`src/rtl/sccb_write_master.sv`:
```
// rtl/sccb_write_master.sv - SCCB 3-phase write master: serialises {ID, addr, data} onto SIOC/SIOD
//
// Purpose: accepts one register write from the camera config sequencer and
// drives a complete SCCB write frame:
//   START, 3 x (8 data bits MSB first + 1 don't-care bit), STOP, bus-free.
// Every state lasts a whole number of 4-quarter bit periods. Each quarter is
// Q clk_en-cycles long, where Q = CLK_FREQ/(4*SCCB_FREQ), clamped to at least 1.
//
// Ports:
//   clk       in   clock
//   rst_n     in   asynchronous active-low reset
//   clk_en    in   global enable; all state, including the quarter counter, advances only when high
//   start     in   write request, sampled when ready=1 and clk_en=1
//   addr      in   [7:0] register address (phase 2)
//   data      in   [7:0] register data (phase 3)
//   ready     out  1 = idle, accepts start
//   sioc      out  SCCB clock (push-pull)
//   siod_out  out  SIOD drive value
//   siod_oe   out  1 = drive SIOD with siod_out, 0 = released
//   siod_in   in   SIOD pad input           (SCCB_ACK_CHECK_EN only)
//   nack      out  sticky slave-NACK flag    (SCCB_ACK_CHECK_EN only)
//
// Optional feature macro: SCCB_ACK_CHECK_EN
`timescale 1ns/1ps

module sccb_write_master #(
    parameter int          CLK_FREQ  = 25000000,
    parameter int          SCCB_FREQ = 100000,
    parameter logic [7:0]  CAM_ID    = 8'h42
) (
    input  logic       clk,
    input  logic       rst_n,
    input  logic       clk_en,
    input  logic       start,
    input  logic [7:0] addr,
    input  logic [7:0] data,
    output logic       ready,
    output logic       sioc,
    output logic       siod_out,
`ifdef SCCB_ACK_CHECK_EN
    input  logic       siod_in,
    output logic       nack,
`endif
    output logic       siod_oe
);

    localparam int Q_RAW = CLK_FREQ / (4 * SCCB_FREQ);
    localparam int Q     = (Q_RAW < 1) ? 1 : Q_RAW;
    localparam int CW    = (Q > 1) ? $clog2(Q) : 1;
    localparam logic [CW-1:0] CNT_MAX = CW'(Q - 1);

    typedef enum logic [2:0] {
        S_IDLE,
        S_START,
        S_BITS,
        S_STOP,
        S_BUF
    } state_t;

    state_t         state_q, state_d;
    logic [CW-1:0]  cnt_q, cnt_d;       // clk_en-cycles within the current quarter
    logic [1:0]     qi_q, qi_d;         // quarter index 0..3
    logic [4:0]     slot_q, slot_d;     // bit slot 0..26
    logic [3:0]     bp_q, bp_d;         // position within a 9-slot phase; 8 = don't-care
    logic [23:0]    shift_q, shift_d;
    logic           ready_q, ready_d;
    logic           sioc_q, sioc_d;
    logic           siod_out_q, siod_out_d;
    logic           siod_oe_q, siod_oe_d;
`ifdef SCCB_ACK_CHECK_EN
    logic           nack_q, nack_d;
`endif

    always_comb begin
        state_d    = state_q;
        cnt_d      = cnt_q;
        qi_d       = qi_q;
        slot_d     = slot_q;
        bp_d       = bp_q;
        shift_d    = shift_q;
        ready_d    = ready_q;
        sioc_d     = sioc_q;
        siod_out_d = siod_out_q;
        siod_oe_d  = siod_oe_q;
`ifdef SCCB_ACK_CHECK_EN
        nack_d     = nack_q;
`endif

        if (clk_en) begin
            if (state_q == S_IDLE) begin
                if (start) begin
                    shift_d = {CAM_ID, addr, data};
                    state_d = S_START;
                    cnt_d   = '0;
                    qi_d    = 2'd0;
                    slot_d  = 5'd0;
                    bp_d    = 4'd0;
                    ready_d = 1'b0;
`ifdef SCCB_ACK_CHECK_EN
                    nack_d  = 1'b0;
`endif
                end
            end else if (cnt_q != CNT_MAX) begin
                cnt_d = cnt_q + 1'b1;
            end else begin
                cnt_d = '0;
                qi_d  = qi_q + 2'd1;
                // End of a whole bit period: move to the next slot or state.
                if (qi_q == 2'd3) begin
                    case (state_q)
                        S_START: begin
                            state_d = S_BITS;
                            slot_d  = 5'd0;
                            bp_d    = 4'd0;
                        end
                        S_BITS: begin
                            if (bp_q != 4'd8)
                                shift_d = {shift_q[22:0], 1'b0};
                            bp_d = (bp_q == 4'd8) ? 4'd0 : bp_q + 4'd1;
                            if (slot_q == 5'd26)
                                state_d = S_STOP;
                            else
                                slot_d = slot_q + 5'd1;
                        end
                        S_STOP:  state_d = S_BUF;
                        S_BUF: begin
                            state_d = S_IDLE;
                            ready_d = 1'b1;
                        end
                        default: state_d = S_IDLE;
                    endcase
                end
            end

`ifdef SCCB_ACK_CHECK_EN
            // Slave ACK is sampled once, on the first cycle of q2 in a don't-care slot.
            if (state_q == S_BITS && bp_q == 4'd8 && qi_q == 2'd2 &&
                cnt_q == '0 && siod_in)
                nack_d = 1'b1;
`endif

            // Outputs follow the next state, so they only move at quarter boundaries.
            case (state_d)
                S_START: begin
                    sioc_d     = (qi_d != 2'd3);
                    siod_out_d = (qi_d == 2'd0);
                    siod_oe_d  = 1'b1;
                end
                S_BITS: begin
                    sioc_d = qi_d[1];
                    if (bp_d == 4'd8) begin
                        siod_out_d = 1'b1;
                        siod_oe_d  = 1'b0;
                    end else begin
                        siod_out_d = shift_d[23];
                        siod_oe_d  = 1'b1;
                    end
                end
                S_STOP: begin
                    sioc_d     = (qi_d != 2'd0);
                    siod_out_d = qi_d[1];
                    siod_oe_d  = (qi_d != 2'd3);
                end
                default: begin
                    sioc_d     = 1'b1;
                    siod_out_d = 1'b1;
                    siod_oe_d  = 1'b0;
                end
            endcase
        end
    end

    always_ff @(posedge clk or negedge rst_n) begin
        if (!rst_n) begin
            state_q    <= S_IDLE;
            cnt_q      <= '0;
            qi_q       <= 2'd0;
            slot_q     <= 5'd0;
            bp_q       <= 4'd0;
            shift_q    <= 24'd0;
            ready_q    <= 1'b1;
            sioc_q     <= 1'b1;
            siod_out_q <= 1'b1;
            siod_oe_q  <= 1'b0;
`ifdef SCCB_ACK_CHECK_EN
            nack_q     <= 1'b0;
`endif
        end else begin
            state_q    <= state_d;
            cnt_q      <= cnt_d;
            qi_q       <= qi_d;
            slot_q     <= slot_d;
            bp_q       <= bp_d;
            shift_q    <= shift_d;
            ready_q    <= ready_d;
            sioc_q     <= sioc_d;
            siod_out_q <= siod_out_d;
            siod_oe_q  <= siod_oe_d;
`ifdef SCCB_ACK_CHECK_EN
            nack_q     <= nack_d;
`endif
        end
    end

    assign ready    = ready_q;
    assign sioc     = sioc_q;
    assign siod_out = siod_out_q;
    assign siod_oe  = siod_oe_q;
`ifdef SCCB_ACK_CHECK_EN
    assign nack     = nack_q;
`endif

endmodule

```
`config.mk`:
```
export PLATFORM = sky130hd
export DESIGN_NAME = sccb_write_master
export DESIGN_NICKNAME = d
export VERILOG_FILES = /design/src/rtl/sccb_write_master.sv
export SDC_FILE = /design/constraint.sdc
export NUM_CORES = 1
export LEC_CHECK = 0
export CORE_ASPECT_RATIO = 0.5
export CORE_UTILIZATION = 41
export DETAILED_ROUTE_END_ITERATION = 10
export HOLD_SLACK_MARGIN = 0.03
export PLACE_DENSITY_LB_ADDON = 0.25
export SYNTH_ARGS = -nofsm -noshare
export SYNTH_HDL_FRONTEND = slang
export SYNTH_SLANG_ARGS = --single-unit
```
`constraint.sdc`:
```
create_clock -name clk -period 1.9 [get_ports clk]
set_input_delay 0.57 -clock clk [delete_from_list [all_inputs] [get_ports clk]]
set_output_delay 0.57 -clock clk [all_outputs]
set_load 0.005 [all_outputs]
```
======== Word-level counts from Yosys, hierarchy flattened ========
Index checks and enable logic that the tools add are counted.
word-level totals
  register bits ........................... 48
  input bits .............................. 20
  output and inout bits ................... 4
  logic and storage cells ................. 87
cells by class
  $add $sub $neg .......................... 4
  equality and inequality tests ........... 17
  mux-type cells .......................... 43
  reductions and logical operators ........ 12
operators by type and width
  operator               count
  $mux W24               6
  $mux W5                5
  $mux W4                6
  $mux W3                6
  $mux W6                3
  $eq A3 B2 Y1 const B   4
  $reduce_and A6 Y1      2
  $pmux W5 S2            1
  $reduce_bool A2 Y1     5
  $pmux W1 S3            3
  $pmux W3 S3            1
  $eq A4 B4 Y1 const B   2
  $mux W2                4
  $pmux W4 S2            1
  $mux W1                7
  $add A6 B1 Y6 const B  1
  $eq A3 B1 Y1 const B   2
  $ne A2 B2 Y1 const B   3
  $ne A6 B6 Y1 const B   1
  $add A5 B1 Y5 const B  1
  $eq A5 B5 Y1 const B   1
  $reduce_and A5 Y1      1
  $add A4 B1 Y4 const B  1
  $ne A4 B4 Y1 const B   1
  8 further kinds        8

======== Logic depth before layout (Yosys ltp) ========
  depth in word-level cells ............... 10
  gate-level depth with buffers ........... 9
  depth with buffers taken out ............ 8

======== Least setup slack after synthesis ========
Ideal clock, no wire load.
  path type ............................... reg2reg
  start point ............................. register state_q[2]
  end point ............................... register siod_oe_q, in the netlist siod_oe
  library setup time ...................... 137 ps
  data arrival time ....................... 1933 ps
  required time ........................... 1763 ps
  slack ................................... -170 ps
  cell stages (with the launch flop) ...... 9
  buffers on the path ..................... 2
  period minus slack after synthesis ...... 2070 ps
  cell sequence ........................... dfrtp_1 > buf_6 > or3b_1 > buf_6 > a211o_1 > a211oi_2 > o211ai_1 > a221oi_1 > a21oi_1
between the ends
  cells in the longest elaborated chain, start to end .. 9
  elaborated cells on any way between the ends .. 25
  those cells by class .................... 8 x eq/ne; 16 x mux; 1 x reduce/logical
RTL lines
  item                                          line  RTL
  from (decl)                                   60    state_t state_q, state_d;
  from (signal assigned)                        189   state_q <= state_d;
  $eq A3 B2 Y1 or $eq A3 B1 Y1 (tied branches)  110   case (state_q)
  $pmux W4 S2                                   110
  $mux W4                                       109   if (qi_q == 2'd3) begin
  $mux W4                                       103   end else if (cnt_q != CNT_MAX) begin
  $mux W4                                       90    if (state_q == S_IDLE) begin
  $mux W4                                       89    if (clk_en) begin
  $eq A4 B4 Y1                                  151   if (bp_d == 4'd8) begin
  $mux W1                                       151
  $pmux W1 S3 *                                 143   case (state_d)
  to (signal assigned)                          198   siod_oe_q <= siod_oe_d;
  to (decl)                                     69    logic siod_oe_q, siod_oe_d;
Every way passes the cells marked *; elsewhere a longest branch is shown, timed or not. The select of a mux whose other input is x is not followed.
A chain may end at the register's enable or synchronous reset.

======== Worst setup path after layout ========
  start point ............................. register bp_q[0]
  end point ............................... register siod_out_q, in the netlist siod_out
between the ends
  cells in the longest elaborated chain, start to end .. 10
  elaborated cells on any way between the ends .. 18
  those cells by class .................... 1 x add/sub; 3 x eq/ne; 14 x mux
RTL lines
  item                                           line  RTL
  from (decl)                                    64    logic [3:0] bp_q, bp_d;
  from (signal assigned)                         193   bp_q <= bp_d;
  $add A4 B1 Y4 or $eq A4 B4 Y1 (tied branches)  119   bp_d = (bp_q == 4'd8) ? 4'd0 : bp_q + 4'd1;
  $mux W4                                        119
  $pmux W4 S2                                    110
  $mux W4                                        109
  $mux W4                                        103
  $mux W4                                        90
  $mux W4                                        89
  $eq A4 B4 Y1                                   151
  $mux W1 *                                      151
  $pmux W1 S3 *                                  143
  to (signal assigned)                           197   siod_out_q <= siod_out_d;
  to (decl)                                      68    logic siod_out_q, siod_out_d;
Marks and branches as above.

==> flow_metrics.env <==
export IMPL_cts_root_buf="clkbuf_16"
export IMPL_tightest_slew_ns=0.508
export IMPL_htree_levels=2
export IMPL_tns_ns=-1.82
export IMPL_detail_route_antenna_nets=0
export IMPL_dieHeight_um=59.1
export IMPL_path_class="flip-flop to flip-flop"
export IMPL_synthTopCellsByCount="nand2_1, dfrtp_1, o21ai_0"
export IMPL_crit_arrival_ns=2.27
export IMPL_fp_dieW_um=116
export IMPL_postSynthCellCount=303
export IMPL_cp_end_kind="flip-flop"
export IMPL_portBuffers=23
export IMPL_grt_overflow=0
export IMPL_clkTransAtPathRegs_ns=0.07
export IMPL_routed_wl_um=7640
export IMPL_synth_area_um2=2680
export IMPL_crit_required_ns=2.12
export IMPL_drt_iter0_markers=171
export IMPL_n_antenna_cell=0
export IMPL_wire_per_inst_um=16.0
export IMPL_num_vias=2658
export IMPL_drc=0
export IMPL_avgSynthCellArea_um2=8.84
export IMPL_core_um2=6180
export IMPL_status="finished, violations left"
export IMPL_peakVddDrop_uv=391
export IMPL_r2r_cells=8
export IMPL_comb_power_share=0.286
export IMPL_dr_pass1_iters=5
export IMPL_grt_pass1_wl_um=11900
export IMPL_multiInputGateArea_um2=1650
export IMPL_synth_seq_cells=48
export IMPL_ys_top_cells_by_area="dfrtp_1, nand2_1, o21ai_0"
export IMPL_syn_num_nets=330
export IMPL_start_util=0.433
export IMPL_cts_buffers=5
export IMPL_leakagePower_nw=1.75
export IMPL_seq_power_share=0.389
export IMPL_fmax_ghz=0.488
export IMPL_fin_ws_ns=-0.151
export IMPL_insertion_delay_ns=0.29
export IMPL_switching_share=0.292
export IMPL_cts_sinks=48
export IMPL_clock_path_buffers=2
export IMPL_grt_max_degree=49
export IMPL_area_growth_pct=52.8
export IMPL_hpwl_um=4940
export IMPL_seq_area_um2=1200
export IMPL_grt_pass1_vias=2528
export IMPL_drive_gt1_frac=0.400
export IMPL_synth_area_leader_cell="dfrtp_1"
export IMPL_seq_area_frac_synth=0.450
export IMPL_synth_top_area_share=0.421
export IMPL_yosysWarnings=0
export IMPL_pwr_share_clk=0.324
export IMPL_yosysMostFrequentCell="nand2_1"
export IMPL_synth_edf_count=0
export IMPL_dieArea_um2=6880
export IMPL_hp_class="input pin to asynchronous set/reset pin"
export IMPL_cts_hold_buf=0
export IMPL_post_place_cells=458
export IMPL_slew_headroom=0.660
export IMPL_ios=24
export IMPL_slew_viol_final=0
export IMPL_cts_tree="built"
export IMPL_max_cap_viol_count=0
export IMPL_grt_util_all_layers=0.229
export IMPL_synthArstFlopShare=1.00
export IMPL_powerDensity_nw_per_um2=792
export IMPL_hold_violations=0
export IMPL_antenna_found_initial=0
export IMPL_period_needed_ns=2.05
export IMPL_routed_via_density=5.56
export IMPL_ys_types=55
export IMPL_fillers=487
export IMPL_rows=20
export IMPL_finalNetCount=416
export IMPL_gp_congestion=0.897
export IMPL_p_int_mw=2.29
export IMPL_finalClockSkew_ns=0.00397
export IMPL_setup_violations=26
export IMPL_cp_max_fo=4
export IMPL_start_kind="flip-flop"
export IMPL_final_period_utilization=1.08
export IMPL_stdcell_count=478
export IMPL_violations="negative setup slack"
export IMPL_switchingPower_mw=0.946
export IMPL_hold_ws_ns=0.255
export IMPL_synth_main_ff_cell="dfrtp_1"
export IMPL_rsz0062_at_grt="yes"
[flip-flops by register name (all words and copies together) (netlist names)]
register	count
qi_q	2
ready	1
sioc	1
cnt_q	6
state_q	3
bp_q	4
slot_q	5
siod_out	1
shift_q	24
siod_oe	1
[worst max-delay path: stages (launching register included)]
cell and delay [ns]:
dfrtp_1 0.35, inv_1 0.05, ha_2 0.18, and3b_2 0.26, nor4_4 0.36, nor2_1 0.07
o21ai_1 0.22, a311oi_2 0.13, o32a_1 0.35
[cells by family after synthesis]
logic type               after synthesis  synth area share
XOR/XNOR                               4            0.0131
AO/OA/AOI/OAI                         95             0.232
buffers and inverters                 28            0.0472
AND/OR/NAND/NOR                      120             0.221
flip-flops                            48             0.450
adder cells (fa/ha/maj)                7            0.0327
multiplexers                           1           0.00421
[cell usage in the layout, fill, tap and decap left out, types with 4 or more instances in the layout]
cell              n
inv_1             9
buf_6             8
nor2_1           16
o21ai_2          17
nand3_1          14
buf_4            61
nor3_1            4
clkbuf_16         8
dfrtp_1          45
clkdlybuf4s50_1  20
nand4_1           4
o21ai_0           9
nand2_4          15
a22oi_1          15
nand2_2          10
a31oi_1           5
o21ai_1           9
a21oi_1           9
nand2_1          27
[power groups by stage]
| stage | Clock, mW | Sequential (mW) | Combinational, mW |
|---|---|---|---|
| CTS | 1.07 | 1.24 | 0.791 |
| floorplan | 0 | 1.26 | 0.365 |
| finish | 1.05 | 1.26 | 0.927 |
| detailed placement | 0 | 1.26 | 0.753 |
| global placement | 0 | 1.24 | 0.735 |
| global route | 1.11 | 1.28 | 1.01 |
[stage by stage]
step | setup slack [ns] | util | power (mW) | area, um2
after global placement | -0.224 | 0.556 | 1.98 | 3440
after global routing | -0.261 | 0.662 | 3.40 | 4090
after detailed placement | -0.304 | 0.556 | 2.01 | 3440
after floorplan | -0.117 | - | 1.62 | 2680
final | -0.151 | 0.662 | 3.24 | 4090
after CTS | -0.0925 | 0.607 | 3.10 | 3750
[layout make-up]
class / count / share of cell area
clock buffers: 6 / 0.0340
clock inverters: 2 / 0.00948
inverters: 9 / 0.00826
multi-input cells: 227 / 0.403
flip-flops and latches: 48 / 0.295
well taps: 88 / 0.0269
repair buffers: 98 / 0.223
[routing by layer]
layer / track usage / vias to the layer above / routed length [um]
met2: 0.380 / 59 / 3710
met5: 0 / - / 0
li1: - / 1282 / -
met3: 0.0470 / 10 / 303
met1: 0.304 / 1307 / 3530
met4: 0.0678 / 0 / 96
[path summary, 6_finish.rpt]
kind	slack [ns]	to	from
worst min register to register	0.50	sioc	sioc
worst min-delay path	0.25	shift_q[19]	rst_n
min in group clk	0.50	sioc	sioc
max in group asynchronous	1.37	sioc	rst_n
worst max register to register	-0.15	siod_out	bp_q[0]
worst max-delay path	-0.15	siod_out	bp_q[0]
[repair_timing]
action                                 CTS  global route
setup endpoints to repair               30            39
buffers inserted                         6             5
gates cloned                             1             3
endpoints found under the hold margin    0             0
pin swaps                                3            30
resized for setup                       35            78
Note: power is estimated with default switching activity, not from simulation.
